## config.mk

```make
export PLATFORM = sky130hd
export DESIGN_NAME = tl_light_monitor
export DESIGN_NICKNAME = d
export VERILOG_FILES = /design/src/rtl/tl_light_monitor.sv
export SDC_FILE = /design/constraint.sdc
export NUM_CORES = 1
export LEC_CHECK = 0
export ABC_CLOCK_PERIOD_IN_PS = 2400
export CAP_MARGIN = 20
export CORE_ASPECT_RATIO = 1.75
export CORE_MARGIN = 10
export CORE_UTILIZATION = 40
export CTS_CLUSTER_DIAMETER = 120
export DETAILED_ROUTE_END_ITERATION = 8
export PLACE_DENSITY = 0.7
export SLEW_MARGIN = 25
export SYNTH_ARGS = -nofsm -noshare
export SYNTH_HDL_FRONTEND = slang
export SYNTH_SLANG_ARGS = --single-unit
```

## constraint.sdc

```tcl
create_clock -name clk -period 2.4 [get_ports clk]
set_input_delay 0.24 -clock clk [delete_from_list [all_inputs] [get_ports clk]]
set_output_delay 0.24 -clock clk [all_outputs]
set_load 0.02 [all_outputs]
```

## src/rtl/tl_light_monitor.sv

```systemverilog
// tl_light_monitor: receive-side protocol checker for the traffic-light
// controller. It decodes the La/Lb light buses back to the controller state,
// tracks how long each state is held, counts legal state changes and raises
// sticky flags for illegal patterns, illegal transitions and long yellows.
module tl_light_monitor #(
    parameter int unsigned YEL_MAX = 1,
    parameter int unsigned CNT_W   = 8
) (
    input  logic             clk,
    input  logic             reset,
    input  logic [1:0]       La,
    input  logic [1:0]       Lb,
    input  logic             clr_err,
    output logic [1:0]       q,
    output logic             q_valid,
    output logic [CNT_W-1:0] dwell,
    output logic [7:0]       change_cnt,
    output logic             err_enc,
    output logic             err_trans,
    output logic             err_yel,
    output logic             err_any
);

    localparam int unsigned STATE_W  = 2;
    localparam int unsigned LIGHT_W  = 2;
    localparam int unsigned CHANGE_W = 8;

    // Light codes on each street bus.
    localparam logic [LIGHT_W-1:0] L_GREEN  = 2'b00;
    localparam logic [LIGHT_W-1:0] L_YELLOW = 2'b01;
    localparam logic [LIGHT_W-1:0] L_RED    = 2'b10;

    // Controller states; the legal cycle is S0->S1->S2->S3->S0 (increment).
    localparam logic [STATE_W-1:0] S0 = 2'b00;
    localparam logic [STATE_W-1:0] S1 = 2'b01;
    localparam logic [STATE_W-1:0] S2 = 2'b10;
    localparam logic [STATE_W-1:0] S3 = 2'b11;

    // Dwell limits. A yellow limit beyond the counter range can never trip.
    localparam logic [CNT_W-1:0]   DWELL_MAX     = '1;
    localparam logic [CNT_W-1:0]   DWELL_ONE     = CNT_W'(1);
    localparam longint unsigned    DWELL_TOP     = (64'd1 << CNT_W) - 64'd1;
    localparam bit                 YEL_REACHABLE = (64'(YEL_MAX) + 64'd1) <= DWELL_TOP;
    localparam logic [CNT_W-1:0]   YEL_LIMIT     = CNT_W'(YEL_MAX + 1);

    typedef enum logic {
        MON_INIT  = 1'b0,
        MON_TRACK = 1'b1
    } mon_state_t;

    mon_state_t mon_state;
    mon_state_t mon_state_nxt;

    logic               dec_valid;
    logic [STATE_W-1:0] dec_state;
    logic               trans_legal;

    logic [STATE_W-1:0]  q_nxt;
    logic                q_valid_nxt;
    logic [CNT_W-1:0]    dwell_nxt;
    logic [CHANGE_W-1:0] change_nxt;
    logic                dwell_step;
    logic                enc_hit;
    logic                trans_hit;
    logic                yel_hit;
    logic                err_enc_nxt;
    logic                err_trans_nxt;
    logic                err_yel_nxt;

    // Yellow phases are S1 and S3, both with the low state bit set.
    function automatic logic is_yellow(input logic [STATE_W-1:0] s);
        return s[0];
    endfunction

    // Decode the light pair back to a controller state.
    always_comb begin
        dec_valid = 1'b0;
        dec_state = S0;
        if (La == L_GREEN && Lb == L_RED) begin
            dec_valid = 1'b1;
            dec_state = S0;
        end else if (La == L_YELLOW && Lb == L_RED) begin
            dec_valid = 1'b1;
            dec_state = S1;
        end else if (La == L_RED && Lb == L_GREEN) begin
            dec_valid = 1'b1;
            dec_state = S2;
        end else if (La == L_RED && Lb == L_YELLOW) begin
            dec_valid = 1'b1;
            dec_state = S3;
        end
    end

    // A change is legal only when it steps to the next state in the cycle.
    always_comb begin
        trans_legal = (dec_state == STATE_W'(q + STATE_W'(1)));
    end

    // Monitor state register.
    always_ff @(posedge clk) begin
        if (reset) begin
            mon_state <= MON_INIT;
        end else begin
            mon_state <= mon_state_nxt;
        end
    end

    // Next monitor state: an illegal pattern drops the reference state.
    always_comb begin
        mon_state_nxt = mon_state;
        if (!dec_valid) begin
            mon_state_nxt = MON_INIT;
        end else begin
            mon_state_nxt = MON_TRACK;
        end
    end

    // Next values of the decoded state, counters and error events.
    always_comb begin
        q_nxt       = q;
        q_valid_nxt = q_valid;
        dwell_nxt   = dwell;
        change_nxt  = change_cnt;
        dwell_step  = 1'b0;
        enc_hit     = 1'b0;
        trans_hit   = 1'b0;
        yel_hit     = 1'b0;

        if (!dec_valid) begin
            enc_hit     = 1'b1;
            q_valid_nxt = 1'b0;
            dwell_nxt   = '0;
        end else begin
            unique case (mon_state)
                MON_INIT: begin
                    q_nxt       = dec_state;
                    q_valid_nxt = 1'b1;
                    dwell_nxt   = DWELL_ONE;
                    dwell_step  = 1'b1;
                end
                MON_TRACK: begin
                    q_valid_nxt = 1'b1;
                    if (dec_state == q) begin
                        if (dwell != DWELL_MAX) begin
                            dwell_nxt  = dwell + DWELL_ONE;
                            dwell_step = 1'b1;
                        end
                    end else begin
                        q_nxt      = dec_state;
                        dwell_nxt  = DWELL_ONE;
                        dwell_step = 1'b1;
                        if (trans_legal) begin
                            change_nxt = change_cnt + CHANGE_W'(1);
                        end else begin
                            trans_hit = 1'b1;
                        end
                    end
                end
                default: begin
                    q_valid_nxt = 1'b0;
                end
            endcase

            // Flag only on the edge where the yellow dwell reaches the limit.
            if (YEL_REACHABLE && dwell_step && is_yellow(q_nxt) &&
                dwell_nxt == YEL_LIMIT) begin
                yel_hit = 1'b1;
            end
        end
    end

    // Sticky flags: a new error in the clearing cycle wins over clr_err.
    always_comb begin
        err_enc_nxt   = enc_hit   | (err_enc   & ~clr_err);
        err_trans_nxt = trans_hit | (err_trans & ~clr_err);
        err_yel_nxt   = yel_hit   | (err_yel   & ~clr_err);
    end

    // Output registers.
    always_ff @(posedge clk) begin
        if (reset) begin
            q          <= S0;
            q_valid    <= 1'b0;
            dwell      <= '0;
            change_cnt <= '0;
            err_enc    <= 1'b0;
            err_trans  <= 1'b0;
            err_yel    <= 1'b0;
            err_any    <= 1'b0;
        end else begin
            q          <= q_nxt;
            q_valid    <= q_valid_nxt;
            dwell      <= dwell_nxt;
            change_cnt <= change_nxt;
            err_enc    <= err_enc_nxt;
            err_trans  <= err_trans_nxt;
            err_yel    <= err_yel_nxt;
            err_any    <= err_enc_nxt | err_trans_nxt | err_yel_nxt;
        end
    end

endmodule

```

# Word level (Yosys, flattened, before mapping)
# Cells that the tools add are included.
# op_classes
addsub,3
eq_ne,9
n_mux,27
bitwise_logic,12
n_reduce_logical,11
# op_table
op,count
8-bit two-way mux,3
8-bit by 1-bit adder with 8-bit output (second input constant),2
8-bit one-hot mux with 2 select lines,1
1-bit two-way mux,15
2-bit two-way mux,6
8-bit by 2-bit == test with 1-bit output (second input constant),1
8-bit inequality test (second input constant),1
1-bit logical AND,6
1-bit bitwise OR,5
2-bit by 1-bit == test with 1-bit output (second input constant),2
2-bit == test,2
2-bit == test (second input constant),2
2-bit logical NOT,2
1-bit inverter,4
2-bit one-hot mux with 2 select lines,1
4-bit AND reduction,1
1-bit bitwise AND,3
3-bit inequality test (second input constant),1
2-bit by 1-bit adder with 2-bit output (second input constant),1
1-bit one-hot mux with 2 select lines,1
2-bit AND reduction,1
2-bit OR reduction,1
# totals
ff_bits,23
input_bits,7
output_inout_bits,23
wordCells,71

# Logic depth before layout (Yosys ltp)
# depth
depth_word,16
ltp_mapped,6
mapped_depth_nobuf,6

# Least setup slack after synthesis
# Ideal clock, no wire load.
# synth_path
path_type,register to register
startpoint,register dwell[0]
endpoint,register err_any
setup_ps,73
arrival_time_ps,1952
t_required_ps,2327
slack_ps,375
path_stages_with_launch,7
n_path_buf,0
synth_period_minus_slack_ps,2025
cell_sequence,dfxtp_1 -> ha_1 -> and3_1 -> a311oi_1 -> o22ai_1 -> or4b_4 -> o211ai_2
# synth_via
elab_chain_len,11
word_cells_on_any_way,17
cone_classes,1 x add/sub; 2 x eq/ne; 10 x mux; 2 x bitwise; 2 x reduce/logical
# synth_rtl
element,line_no,rtl
"start, declared",16,"output logic [CNT_W-1:0] dwell,"
"start signal, assigned",193,dwell <= dwell_nxt;
8-bit by 1-bit adder with 8-bit output or 8-bit inequality test (tied branches),"145, 144",
8-bit two-way mux or 1-bit two-way mux (tied branches),144,if (dwell != DWELL_MAX) begin
8-bit two-way mux or 1-bit two-way mux (tied branches),143,if (dec_state == q) begin
8-bit one-hot mux with 2 select lines or 1-bit one-hot mux with 2 select lines (tied branches),134,unique case (mon_state)
8-bit two-way mux or 1-bit two-way mux (tied branches),129,if (!dec_valid) begin
8-bit by 2-bit == test with 1-bit output or 1-bit logical AND (tied branches),"166, 165",
1-bit logical AND *,165,if (YEL_REACHABLE && dwell_step && is_yellow(q_nxt) &&
1-bit two-way mux *,165,
1-bit two-way mux *,129,
1-bit bitwise OR *,176,err_yel_nxt = yel_hit | (err_yel & ~clr_err);
1-bit bitwise OR *,198,err_any <= err_enc_nxt | err_trans_nxt | err_yel_nxt;
"end signal, assigned",198,
"end, declared",21,output logic err_any
# Every way passes the cells marked *; elsewhere a longest branch is shown, timed or not. The select of a mux whose other input is x is not followed.
# A chain may end at the register's enable or synchronous reset.

# Worst setup path in the final report
# Ends and elaborated chain as after synthesis.

==> results.sh <==
export IMPL_synth_nets=160
export IMPL_finalNetCount=194
export IMPL_ios=30
export IMPL_hold_start="err_yel"
export IMPL_fin_crit_sh=0.879
export IMPL_rows=27
export IMPL_cp_max_fo=7
export IMPL_synth_edf_count=0
export IMPL_antenna_cells=0
export IMPL_area_growth_pct=31.2
export IMPL_avgSynthCellArea_sq_um=8.70
export IMPL_reg2reg_from="dwell[0]"
export IMPL_fin_util=0.549
export IMPL_post_route_min_period_ns=2.11
export IMPL_yosys_area_top_type="dfxtp_1"
export IMPL_timing_hold_ws_ns=0.501
export IMPL_antenna_found_initial=0
export IMPL_clk_latency_ns=0.26
export IMPL_cts_setup_buffers=0
export IMPL_die_area_sq_um=6070
export IMPL_ys_top_cells_by_count="dfxtp_1 (23), nor2_1 (19), nand3_1 (9), a21oi_1 (8), nor3_1 (8)"
export IMPL_combPwrFrac=0.128
export IMPL_yosysMostFrequentCell="dfxtp_1"
export IMPL_grt_max_degree=17
export IMPL_tns_ns=0
export IMPL_leakagePower_nw=0.574
export IMPL_r2r_end="err_any"
export IMPL_peakVddDrop_mv=0.345
export IMPL_core_area_sq_um=3140
export IMPL_grt_pass1_wl_microns=5510
export IMPL_routed_top_layer="met4"
export IMPL_finalSetupViolCount=0
export IMPL_netlist_area_sq_um=1310
export IMPL_relSlewSlack=0.759
export IMPL_synth_ff_type="dfxtp_1"
export IMPL_drc=0
export IMPL_ctsHoldBuffers=0
export IMPL_grt_remaining_overflow=0
export IMPL_drt_wl_total_microns=3240
export IMPL_yosys_warnings=0
export IMPL_slew_viol_final=0
export IMPL_worst_slew_pin_slew_ns=0.359
export IMPL_dpl_cell_area_sq_um=1680
export IMPL_synthArstFlopShare=0
export IMPL_intPower_mw=0.551
export IMPL_cts_buffers_inserted=3
export IMPL_worstHoldPathType="reg2reg"
export IMPL_synthCells=151
export IMPL_first_pass_iters=4
export IMPL_critPathLaunchType="flip-flop"
export IMPL_wl_met3_microns=202
export IMPL_hold_end="err_yel"
export IMPL_final_setup_skew_ns=0.00234
export IMPL_endpoint_kind="flip-flop"
export IMPL_die_h_microns=95.8
export IMPL_die_x_microns=63.3
export IMPL_cts_root_buf="clkbuf_8"
export IMPL_initial_utilization=0.418
export IMPL_power_density_nw_per_um2=424
export IMPL_nFillCells=307
export IMPL_seqPwrFrac=0.542
export IMPL_synthDistinctLibCells=47
export IMPL_p_sw_mw=0.180
export IMPL_rsz0062_at_grt="no"
export IMPL_hold_depth=2
export IMPL_dp_hpwl_microns=2610
export IMPL_worstSetupPathType="reg2reg"
export IMPL_wl_met2_microns=1770
export IMPL_drt_initial_drc_count=32
export IMPL_routabilityCongestion=0.790
export IMPL_cap_violations=0
export IMPL_yosysSeqAreaShare=0.350
export IMPL_post_drt_wl_per_cell_microns=14.3
export IMPL_htree_num_levels=1
export IMPL_ys_top_cells_by_area="dfxtp_1 (35%), nor2_1 (5.4%), xnor2_1 (4.7%)"
export IMPL_outcome="finished clean"
export IMPL_vias_per_cell=5.41
export IMPL_gr_usage_all_layers=0.109
export IMPL_r2r_slack_ns=0.29
export IMPL_power_frac_clock=0.329
export IMPL_p_sw_frac=0.246
export IMPL_yosysTopAreaCellShare=0.350
export IMPL_grt_pass1_vias=1221
export IMPL_cts_repair_resized=0
export IMPL_io_buffers=29
export IMPL_fin_area_sq_um=1720
export IMPL_cp_arrival_ns=2.31
export IMPL_cts_tree="done"
export IMPL_hold_viol_final=0
export IMPL_ant_nets=0
export IMPL_cts_sinks=23
export IMPL_cp_required_ns=2.60
export IMPL_finalPower_mw=0.731
export IMPL_cts_clk_slew_worst_paths_ns=0.08
export IMPL_worstRegToRegCells=6
export IMPL_num_vias=1229
export IMPL_fmaxAchievable_mhz=474
export IMPL_synth_seq_cells=23
export IMPL_cts_buffer_depth=2
export IMPL_drive_gt1_frac=0.141
export IMPL_met1_length_microns=1220
## through the flow
stage | cells | setup WS (ns)
3_5_place_dp | 223 | 0.108
4_1_cts | 227 | 0.287
3_3_place_gp | 223 | 0.130
2_1_floorplan | 151 | 0.375
5_1_grt | 227 | 0.198
6_report | 227 | 0.291
## worst max-delay path: stages (launching register included)
cell	delay (ns)
dfxtp_1	0.39
ha_1	0.29
and3_1	0.26
a311oi_1	0.34
o22ai_1	0.15
or4b_4	0.54
o211ai_2	0.08
## metal layers
| layer | track usage | up-vias |
|---|---|---|
| li1 | - | 622 |
| met1 | 0.0975 | 571 |
| met2 | 0.218 | 32 |
| met3 | 0.0360 | 4 |
| met4 | 0.0403 | 0 |
| met5 | 0 | - |
## worst max-delay path by stage
stage             start             to  slack [ns]
2_1_floorplan  dwell[0]        err_any        0.37
3_3_place_gp      La[1]  change_cnt[5]        0.13
3_5_place_dp      La[1]  change_cnt[6]        0.11
4_1_cts        dwell[0]        err_any        0.29
5_1_grt        dwell[0]        err_any        0.20
6_report       dwell[0]        err_any        0.29
## state kept, by name, indices dropped and copies added (netlist names)
signal,flops
change_cnt,8
dwell,8
err_any,1
err_enc,1
err_trans,1
err_yel,1
q,2
q_valid,1
## cells in the final DEF (no fill, tap or decap), types with 3 or more instances in the layout
master           netlist  final
clkdlybuf4s50_1        0     29
a21oi_1                8      8
dfxtp_1               23     23
nand2_1                6      6
nor3b_1                3      3
nand3_1                9      9
a31oi_1                3      3
nor3_1                 8      8
xnor2_1                7      7
o21ai_0                3      3
a211oi_1               3      3
nand2b_1               3      3
nor2b_1                3      3
buf_4                  0      7
nor2_1                19     19
clkbuf_8               0      3
o21ai_2                3      3
## power groups by stage
stage          combinational [mW]  sequential [mW]  clock (mW)
2_1_floorplan              0.0504            0.410           0
3_3_place_gp               0.0932            0.405           0
3_5_place_dp               0.0946            0.406           0
4_1_cts                    0.0950            0.397       0.246
5_1_grt                     0.104            0.398       0.258
6_report                   0.0939            0.397       0.241
## cell families (layout without fill, tap and decap cells)
group | count (synthesis) | after routing | share of synthesized area
simple gates | 72 | 72 | 0.310
compound gates | 34 | 34 | 0.209
flops | 23 | 23 | 0.350
buf+inv | 9 | 42 | 0.0305
xor+xnor | 7 | 7 | 0.0467
mux | 4 | 4 | 0.0343
fa+ha+maj | 2 | 2 | 0.0190
## final cells by class
| class | instances | area (sq um) | area share |
|---|---|---|---|
| clock buffers | 3 | 41.3 | 0.0239 |
| clock inverters | 1 | 5.00 | 0.00290 |
| inverters | 2 | 7.51 | 0.00435 |
| multi-input cells | 119 | 813 | 0.472 |
| flip-flops and latches | 23 | 460 | 0.267 |
| well taps | 43 | 53.8 | 0.0312 |
| repair buffers | 36 | 343 | 0.199 |
Note: power is estimated with default switching activity, not from simulation.
==> RTL edit: new RTL, same flow settings <==
Reset style: asynchronous (`reset`), changed in 2 clocked blocks.
--- a/src/rtl/tl_light_monitor.sv
+++ b/src/rtl/tl_light_monitor.sv
@@ -98,5 +98,5 @@
 
     // Monitor state register.
-    always_ff @(posedge clk) begin
+    always_ff @(posedge clk or posedge reset) begin
         if (reset) begin
             mon_state <= MON_INIT;
@@ -178,5 +178,5 @@
 
     // Output registers.
-    always_ff @(posedge clk) begin
+    always_ff @(posedge clk or posedge reset) begin
         if (reset) begin
             q          <= S0;
Behaviour: differs if reset is asserted again (counterexample within 4 cycles, from zero or initial values and one cycle with reset high); with reset held inactive, the same outputs for 10 cycles.
==> RTL edit against the original RTL <==
Cell area up 1.2%; core utilization shrank 3.0 points; setup slack better by 42 ps; non-clock buffer count shrank 6; synthesized area grew 5.3%; sequential cell count did not move; routed wire length up 3.8%; critical path depth unchanged; final cell count shrank 9.3%; critical path type unchanged; critical endpoint is now err_any.
Power is not compared: it rests on default switching activity, and its combinational part moved more than twofold at a synthesized area within 25%.
==> RTL edit: results (changes against the original RTL) <==
synth:
  yosysUniqueCellTypes: 50  # was 47
  synthesis.nets: 142  # was 160
  yosys_most_used_dff: "dfrtp_1"  # was dfxtp_1
  synth_mux_area_share_pct: 2.532  # was 3.429%
  postSynth.asyncResetShare_pct: 100.0  # was 0%
  synth_compound_area_share_pct: 16.18  # was 20.86%
  ys_top_cells_by_area: "dfrtp_1 42%, xnor2_1 5.7%, inv_1 3.0%"  # was dfxtp_1 35%, nor2_1 5.4%, xnor2_1 4.7%
  ys_seq_area_share_pct: 41.59  # was 35.05%
  synth-xor-area-share_pct: 8.318  # was 4.667%
min_path:
  hp-class: "primary input to async pin"  # was flop to flop
worst_setup_path:
  crit_end: "err_any"  # unchanged
  max_stage_delay_ps: 560  # was 540 ps
  crit_fanout: 5  # was 7
  crit_slowest_cell: "or3_1"  # was or4b_4
  r2r_setup_slack_ps: 330  # was 290 ps
final_layout:
  n_fill_cell: 340  # was 307
  drive_gt1_share_pct: 11.18  # was 14.13%
  layoutNonFillerInstCount: 206  # was 227
  nNetsFinal: 171  # was 194
timing:
  skew_ps: 2.494  # was 2.337 ps
  fin_crit_sh_pct: 86.12  # was 87.88%
place:
  dp_slack_ps: 245.4  # was 108.0 ps
routing:
  totalWireLength_mm: 3.360  # was 3.237 mm
  drt-initial-drc-count: 27  # was 32
power:
  power.total_w: 0.0008989
run_status:
  outcome: "completed"  # unchanged
[RTL edit: final cells by class]
| cell class | count | area, µm² | share of cell area (%) |
|---|---|---|---|
| clock buffers | 3 | 41.29 | 2.366 |
| clock inverters | 1 | 5.005 | 0.2867 |
| inverters | 11 | 41.29 | 2.366 |
| repair buffers | 30 | 297.8 | 17.06 |
| flip-flops and latches | 23 | 575.6 | 32.97 |
| multi-input cells | 93 | 728.2 | 41.72 |
| well taps | 45 | 56.30 | 3.226 |
[RTL edit: tightest hold or removal path: stages]
cell             delay (ps)
clkdlybuf4s50_1         390
inv_1                    50
buf_4                   290
[RTL edit: metal layers]
metal / GRT usage, % / vias up / part of all wire, %
met2: 21.42 / 30 / 57
li1: - / 543 / -
met1: 9.688 / 582 / 33
met4: 4.801 / 0 / 2.3
met5: 0 / - / 0
met3: 4.005 / 8 / 7.0
[RTL edit: cell families after synthesis]
kind of cell             count (synthesis)
AND/OR/NAND/NOR                         48
AO/OA/AOI/OAI                           29
flip-flops                              23
buffers and inverters                   17
XOR/XNOR                                11
multiplexers                             3
adder cells (fa/ha/maj)                  2
[RTL edit: through the flow]
step | hold WS [ps] | instance area [µm²] | utilization [%]
after floorplan | 241.9 | 1384 | -
after global placement | 462.7 | 1699 | 50.52
after detailed placement | 468.1 | 1699 | 50.52
after CTS | 312.9 | 1745 | 51.90
after global routing | 354.7 | 1745 | 51.90
final | 304.2 | 1745 | 51.90
[RTL edit: worst min path at each step]
stage                     cells past startpoint       endpoint  slack (ps)
after global placement                        1  change_cnt[7]         460
final                                         3       dwell[6]         300
after detailed placement                      1  change_cnt[7]         470
after CTS                                     3       dwell[4]         310
after floorplan                               1  change_cnt[0]         240
after global routing                          3       dwell[5]         350
